## src/rtl/pc_fetch_unit.sv

```systemverilog
// Program counter and fetch sequencer for a single-cycle core.
// Drives the word address to instruction memory and selects the next PC
// (sequential, relative branch or absolute jump). It also stops on a HALT
// encoding, flags fetches outside the memory, and counts retired fetches.
module pc_fetch_unit #(
  parameter int                    addWidth   = 6,
  parameter int                    dataWidth  = 32,
  parameter logic [dataWidth-1:0]  RESET_PC   = '0,
  parameter logic [dataWidth-1:0]  HALT_INSTR = 32'hFFFF_FFFF
) (
  input  logic                 clk,
  input  logic                 rst,
  input  logic                 stall,
  input  logic                 branch_taken,
  input  logic [15:0]          branch_offset,
  input  logic                 jump,
  input  logic [25:0]          jump_target,
  input  logic [dataWidth-1:0] Instr,
  output logic [dataWidth-1:0] PC,
  output logic [dataWidth-1:0] pc_plus1,
  output logic                 valid,
  output logic                 halted,
  output logic                 fault,
  output logic [dataWidth-1:0] instr_count
);

  typedef enum logic [1:0] {
    BOOT   = 2'd0,
    RUN    = 2'd1,
    HALTED = 2'd2,
    FAULT  = 2'd3
  } state_t;

  state_t                 state_q;
  logic [dataWidth-1:0]   pc_q;
  logic [dataWidth-1:0]   cnt_q;
  logic                   valid_q;
  logic                   halted_q;
  logic                   fault_q;

  logic [dataWidth-1:0]        pc_inc;
  logic signed [dataWidth-1:0] br_off_s;
  logic signed [dataWidth-1:0] br_target_s;
  logic [dataWidth-1:0]        next_pc_d;
  logic                        out_of_range;
  logic                        is_halt;

  // Sign-extend the 16-bit word offset to the full PC width.
  function automatic logic signed [dataWidth-1:0] sext_offset(input logic [15:0] off);
    return $signed({{(dataWidth-16){off[15]}}, off});
  endfunction

  assign pc_inc = pc_q + dataWidth'(1);
  assign is_halt = (Instr == HALT_INSTR);

  // Next-PC select: jump beats branch beats sequential; a negative branch
  // result wraps to a large unsigned value and is caught by the range check.
  always_comb begin
    br_off_s    = sext_offset(branch_offset);
    br_target_s = $signed(pc_inc) + br_off_s;
    next_pc_d   = pc_inc;
    if (jump) begin
      next_pc_d = {{(dataWidth-26){1'b0}}, jump_target};
    end else if (branch_taken) begin
      next_pc_d = $unsigned(br_target_s);
    end
    out_of_range = |next_pc_d[dataWidth-1:addWidth];
  end

  // Fetch FSM with registered status outputs; PC only moves on a legal advance.
  always_ff @(posedge clk) begin
    if (rst) begin
      state_q  <= BOOT;
      pc_q     <= RESET_PC;
      cnt_q    <= '0;
      valid_q  <= 1'b0;
      halted_q <= 1'b0;
      fault_q  <= 1'b0;
    end else begin
      case (state_q)
        BOOT: begin
          state_q <= RUN;
          valid_q <= 1'b1;
        end
        RUN: begin
          if (!stall) begin
            if (is_halt) begin
              state_q  <= HALTED;
              valid_q  <= 1'b0;
              halted_q <= 1'b1;
            end else if (out_of_range) begin
              state_q <= FAULT;
              valid_q <= 1'b0;
              fault_q <= 1'b1;
            end else begin
              pc_q  <= next_pc_d;
              cnt_q <= cnt_q + dataWidth'(1);
            end
          end
        end
        HALTED: begin
          state_q <= HALTED;
        end
        FAULT: begin
          state_q <= FAULT;
        end
        default: begin
          state_q <= BOOT;
        end
      endcase
    end
  end

  assign PC          = pc_q;
  assign pc_plus1    = pc_inc;
  assign valid       = valid_q;
  assign halted      = halted_q;
  assign fault       = fault_q;
  assign instr_count = cnt_q;

endmodule

```

## config.mk

```make
export PLATFORM = sky130hd
export DESIGN_NAME = pc_fetch_unit
export DESIGN_NICKNAME = d
export VERILOG_FILES = /design/src/rtl/pc_fetch_unit.sv
export SDC_FILE = /design/constraint.sdc
export NUM_CORES = 1
export LEC_CHECK = 0
export CAP_MARGIN = 20
export CORE_ASPECT_RATIO = 1.75
export CORE_UTILIZATION = 49
export DETAILED_ROUTE_END_ITERATION = 7
export GPL_TIMING_DRIVEN = 0
export PLACE_DENSITY = 0.84
export SLEW_MARGIN = 15
export SYNTH_ARGS = -nofsm -noshare
export SYNTH_HDL_FRONTEND = slang
export SYNTH_SLANG_ARGS = --single-unit
```

## constraint.sdc

```tcl
create_clock -name clk -period 5.65 [get_ports clk]
set_input_delay 1.695 -clock clk [delete_from_list [all_inputs] [get_ports clk]]
set_output_delay 1.695 -clock clk [all_outputs]
set_load 0.05 [all_outputs]
```

## Word level (Yosys, flattened, before mapping)

Index checks and enable logic that the tools add are counted.
W data, S select, Z words.

- Bits in registers: 69
- Output and inout bits: 99
- Logic and storage cells: 36

- Add/subtract/negate cells: 3
- Equality and inequality tests: 6
- Muxes and demuxes: 10
- Bitwise logic cells: 3
- Reduce and logical (&&, ||, !) cells: 8

Operators with widths:

| cell | count |
|---|---|
| $add A32 B1 Y32 const B | 2 |
| $mux W32 | 2 |
| $add A32 B16 Y32 | 1 |
| $eq A32 B32 Y1 const B | 1 |
| $reduce_or A26 Y1 | 1 |
| $pmux W2 S4 | 1 |
| $reduce_and A4 Y1 | 2 |
| $mux W2 | 3 |
| $reduce_and A3 Y1 | 2 |
| $eq A2 B2 Y1 const B | 2 |
| $mux W1 | 3 |
| $ne A3 B3 Y1 const B | 1 |
| $not A1 Y1 | 3 |
| $eq A2 B1 Y1 const B | 1 |
| $logic_not A2 Y1 | 1 |
| $ne A2 B2 Y1 const B | 1 |
| $pmux W1 S2 | 1 |
| $reduce_and A2 Y1 | 1 |
| $reduce_bool A2 Y1 | 1 |

## Depth between registers and ports, before layout

Gate-level depths: netlist (run 1).

- Depth after elaboration: 9
- Gate-level depth with buffers: 21
- Mapped depth without buffers: 17

## Worst setup path before layout (run 1)

OpenSTA, ideal clock, no wires.

- Kind: register -> register
- Start point: reg pc_q[0], in the netlist PC[0]
- End point: reg cnt_q[17], in the netlist instr_count[17]
- Data arrival time: 5,972 ps
- Slack: -443 ps
- Stages on the path, launching flop included: 20
- Buffers on the path: 3
- Period minus slack after synthesis: 6,093 ps
- Path through: dfxtp_1 ha_1 nand4_1 nor3_1 and3_1 xor2_1 ha_1 clkbuf_1 a21oi_1 nand2_1 a221oi_1 a21oi_1 or3_1 a2111oi_0 o22ai_1 or4_1 clkbuf_1 buf_2 nor4b_1 mux2_2

- Longest elaborated chain between the ends: 7

Ends and longest elaborated chain:

| what | line | source |
|---|---|---|
| start, declared | 35 | `logic [dataWidth-1:0] pc_q;` |
| start signal, assigned | 96 | `pc_q <= next_pc_d;` |
| $add A32 B1 Y32 (*) | 53 | `assign pc_inc = pc_q + dataWidth'(1);` |
| via pc_plus1[12] | 20 | `output logic [dataWidth-1:0] pc_plus1,` |
| $add A32 B16 Y32 | 60 | `br_target_s = $signed(pc_inc) + br_off_s;` |
| $mux W32 (*) | 64 | `end else if (branch_taken) begin` |
| $mux W32 (*) | 62 | `if (jump) begin` |
| $reduce_or A26 Y1 (*) | 67 | `out_of_range = \|next_pc_d[dataWidth-1:addWidth];` |
| $not A1 Y1 (no line) (*) | -- |  |
| $reduce_and A4 Y1 (no line) (*) | -- |  |
| end signal, assigned | 97 | `cnt_q <= cnt_q + dataWidth'(1);` |
| end, declared | 36 | `logic [dataWidth-1:0] cnt_q;` |

Mark *: on every way through the listed nets, which the timed path passes. The rest lies on a longest branch.
A chain may end at the register's enable or synchronous reset.

## Worst setup path in the final report (run 1)

- Start point: in branch_offset[1]
- End point: reg cnt_q[28], in the netlist instr_count[28]

- Longest elaborated chain between the ends: 6

Ends and longest elaborated chain:

| what | line | source |
|---|---|---|
| start, declared | 15 | `input logic [15:0] branch_offset,` |
| $add A32 B16 Y32 | 60 |  |
| $mux W32 | 64 |  |
| $mux W32 | 62 |  |
| $reduce_or A26 Y1 | 67 |  |
| $not A1 Y1 (no line) | -- |  |
| $reduce_and A4 Y1 (no line) | -- |  |

Every way passes these cells.

==> key figures, run 1 <==
Drt
  • Initial DRC Count: approximately 460
  • Vias/cell: 6.27
  • Post-DRT Antenna Nets: 0
  • Mean routed wirelength per cell: between 20 and 25 um
  • Final wirelength: 23,800 um
  • Vias: about 7,300
  • First drt pass iteration count: 5
  • DRC: 0

CTS
  • CTS clk-pin slew, worst paths: 0.06 ns
  • Hold buffer count at CTS: 0
  • TritonCTS buffer count: 9
  • TritonCTS clock tree: built
  • Max Buffers Root-to-Sink: 2
  • Htree depth: 3
  • Clk_lat worst skew: 0.34 ns
  • CTS Sinks: 69
  • Clk Tree Root Cell: clkbuf_16

Cells and area
  • Final net count: around 1,100
  • Antenna cells: 0
  • Layout cell share with drive strength beyond 1: 0.159
  • Fillers: 905
  • Area growth, synth to finish: 47.1%
  • Reg area: approximately 1400 um2
  • Area of the multi-input gates: approximately 5000 um2
  • Non-Filler Instances: between 1,000 and 1,500
  • Final core utilization: 0.748

Yosys
  • Largest area contributor in the synthesized netlist: dfxtp_1
  • Synth unique cells: 65
  • Mapped Nets: 925
  • Post-Syn Instances: 806
  • Share of the synthesized area in the top cell type: 0.224
  • Synth Register Bits: around 70
  • Async S/R FF share, synth: 0
  • Avg Cell Area, Syn: between 7 and 8 um2
  • Number of enable flip-flop cells after synthesis: 0
  • Most numerous cell in the Yosys netlist: dfxtp_1
  • Post-Syn Area: just over 6000 um2
  • Yosys warns: 0
  • Post-synthesis sequential area ratio: 0.224
  • Synth cell count leaders: 69 x dfxtp_1, 68 x nor2_1, 65 x nand2_1
  • Most area-consuming cells after synthesis: dfxtp_1 22%, ha_1 7.9%, mux2_2 4.4%, nor2_1 4.1%, xnor2_1 4.0%
  • Top_reg_cell synth: dfxtp_1

Pwr
  • Leakage: 3.48 nW
  • Power, Total: about 1.3 mW
  • Pwr dens: 141 nW/um2
  • VDD IR max: 191 uV

Place
  • Number of port buffers: around 180
  • Inst Count DP: 1,147
  • DP Worst Slack: -1.24 ns
  • DP HPWL: roughly 18,000 um
  • GPL Wtd Cong: between 1 and 1.5

STA
  • Slew HR: 0.419
  • Final worst path period need: 5.64 ns
  • RSZ-0062 raised after global routing: true
  • Post-Route Skew: ~0.0039 ns
  • Worst slew pin tran: between 0.8 and 0.9 ns
  • Crit share post-route: 0.998
  • Final Hold Fails: 0
  • Worst setup margin: about 0.010 ns
  • Fmax: between 0.15 and 0.2 GHz
  • Slew Viols, Final: 0
  • Final setup fails: 0

Setup path
  • Critical Path Max Stage Delay: around 0.57 ns
  • Crit Path Max Fanout: 10
  • Crit-path leading delay family: compound AO/OA/AOI/OAI gates
  • CP endpoint kind: register
  • WP data arrival: around 5.9 ns
  • Critical path launch point type: input pin
  • Cell chain of the critical path: clkdlybuf4s50_1, ha_1, a211oi_2, o211ai_1, a22oi_2, nand2_2, xor2_1, o41ai_2, a21oi_1, or4_4, buf_6, nor4_1, mux2_2
  • Critical Setup Path Class: input pin to register
  • CP bufs+invs: 2
  • CP required: approximately 6 ns
  • Slowest-stage cell, CP: or4_4

Floorplanning
  • Initial Utilization: 0.509
  • Boundary Pins: 178
  • Die H: around 150 um
  • Core ar.: about 12,000 um2
  • Die area: ~13,000 um2
  • FP Rows: 53
  • Die X: approximately 87 um

Flow run
  • Max-cap violations: 0

Outcome
  • Status: complete, no violations

Global route
  • Vias in the first global route: between 6,000 and 7,000
  • All-Layer GR Usage: 0.356
  • First-pass GRT wire length: ~36,000 um
  • Grt ovf: 0
  • Initial antenna violation count: 0
  • Largest net degree at the start of global routing: 25

Min path
  • Worst min path class: register to register
==> layout make-up <==
cell class | instances | share of cell area
plain buffers | 32 | 0.0179
clock buffers | 10 | 0.0252
clock inverters | 6 | 0.00703
inverters | 21 | 0.00869
multi-input cells | 678 | 0.567
flip-flops and latches | 69 | 0.153
well taps | 165 | 0.0227
repair buffers | 181 | 0.198
==> worst min-delay path, stage by stage (launching register included) <==
cell and delay [ns]:
dfxtp_1 0.31, inv_1 0.04, a21oi_1 0.05
==> path summary, 6_finish.rpt <==
check                      startpoint                           end  slack [ns]  cells past startpoint
setup reg to reg   PC[1]$_SDFFE_PP0P_   instr_count[5]$_SDFFE_PP0P_        0.03                     18
setup / recovery     branch_offset[1]  instr_count[28]$_SDFFE_PP0P_        0.01                     13
hold / removal    halted$_SDFFE_PP0P_           halted$_SDFFE_PP0P_        0.45                      2
hold reg to reg   halted$_SDFFE_PP0P_           halted$_SDFFE_PP0P_        0.45                      2
==> state kept, by name, summed over array words and instances (netlist names) <==
name         count
instr_count     32
state_q          2
valid            1
halted           1
fault            1
PC              32
==> cell usage in the layout (no fill, tap or decap), drive strengths merged, types with 11 or more instances in the layout <==
cell type / instances
nand2: 65
and2: 30
or2: 13
ha: 39
mux2: 24
nor3: 16
o21ai: 32
buf: 19
nand4: 30
nor4: 36
and3: 18
a211oi: 12
nor2: 68
nor2b: 25
clkbuf: 29
nand3: 35
xnor2: 28
o41ai: 11
clkdlybuf4s50: 175
a21oi: 45
dfxtp: 69
inv: 21
xor2: 25
==> per-layer routing <==
metal  wire length, um  up-vias  GRT usage
met2             12800      356      0.668
met1              7840     3394      0.334
li1                  -     3415          -
met5                 0        -          0
met4              1740        0      0.248
met3              1420      126     0.0751
==> stage by stage <==
stage,setup TNS (ns),area [um2],hold WS (ns)
after floorplan,0,6390,0.477
after global placement,-63.89,8360,0.437
after detailed placement,-65.69,8360,0.442
after CTS,0,8840,0.450
after global routing,-0.490,9070,0.497
final,0,9070,0.450
==> what timing repair did <==
item | 4_1_cts | 5_1_grt
setup buffers | 4 | 1
pin swaps | 2 | 7
resized for setup | 35 | 62
setup endpoints to repair | 67 | 66
==> where the power goes <==
group	switching [mW]	total, mW	internal (mW)
sequential	0.00247	0.492	0.489
clock	0.222	0.563	0.341
combinational	0.123	0.224	0.101
total	0.348	1.28	0.931
==> logic make-up after synthesis <==
| group | share of synthesized area |
|---|---|
| simple gates | 0.323 |
| compound gates | 0.205 |
| flops | 0.224 |
| buf+inv | 0.0401 |
| xor+xnor | 0.0752 |
| fa+ha+maj | 0.0823 |
| mux | 0.0503 |
(Power assumes the default switching activity.)
==> run 2, diff against run 1 <==
ABC_CLOCK_PERIOD_IN_PS = 5650   (was default)
==> results of run 2 <==
The final DEF is identical to that of run 1; final timing and power are the same.
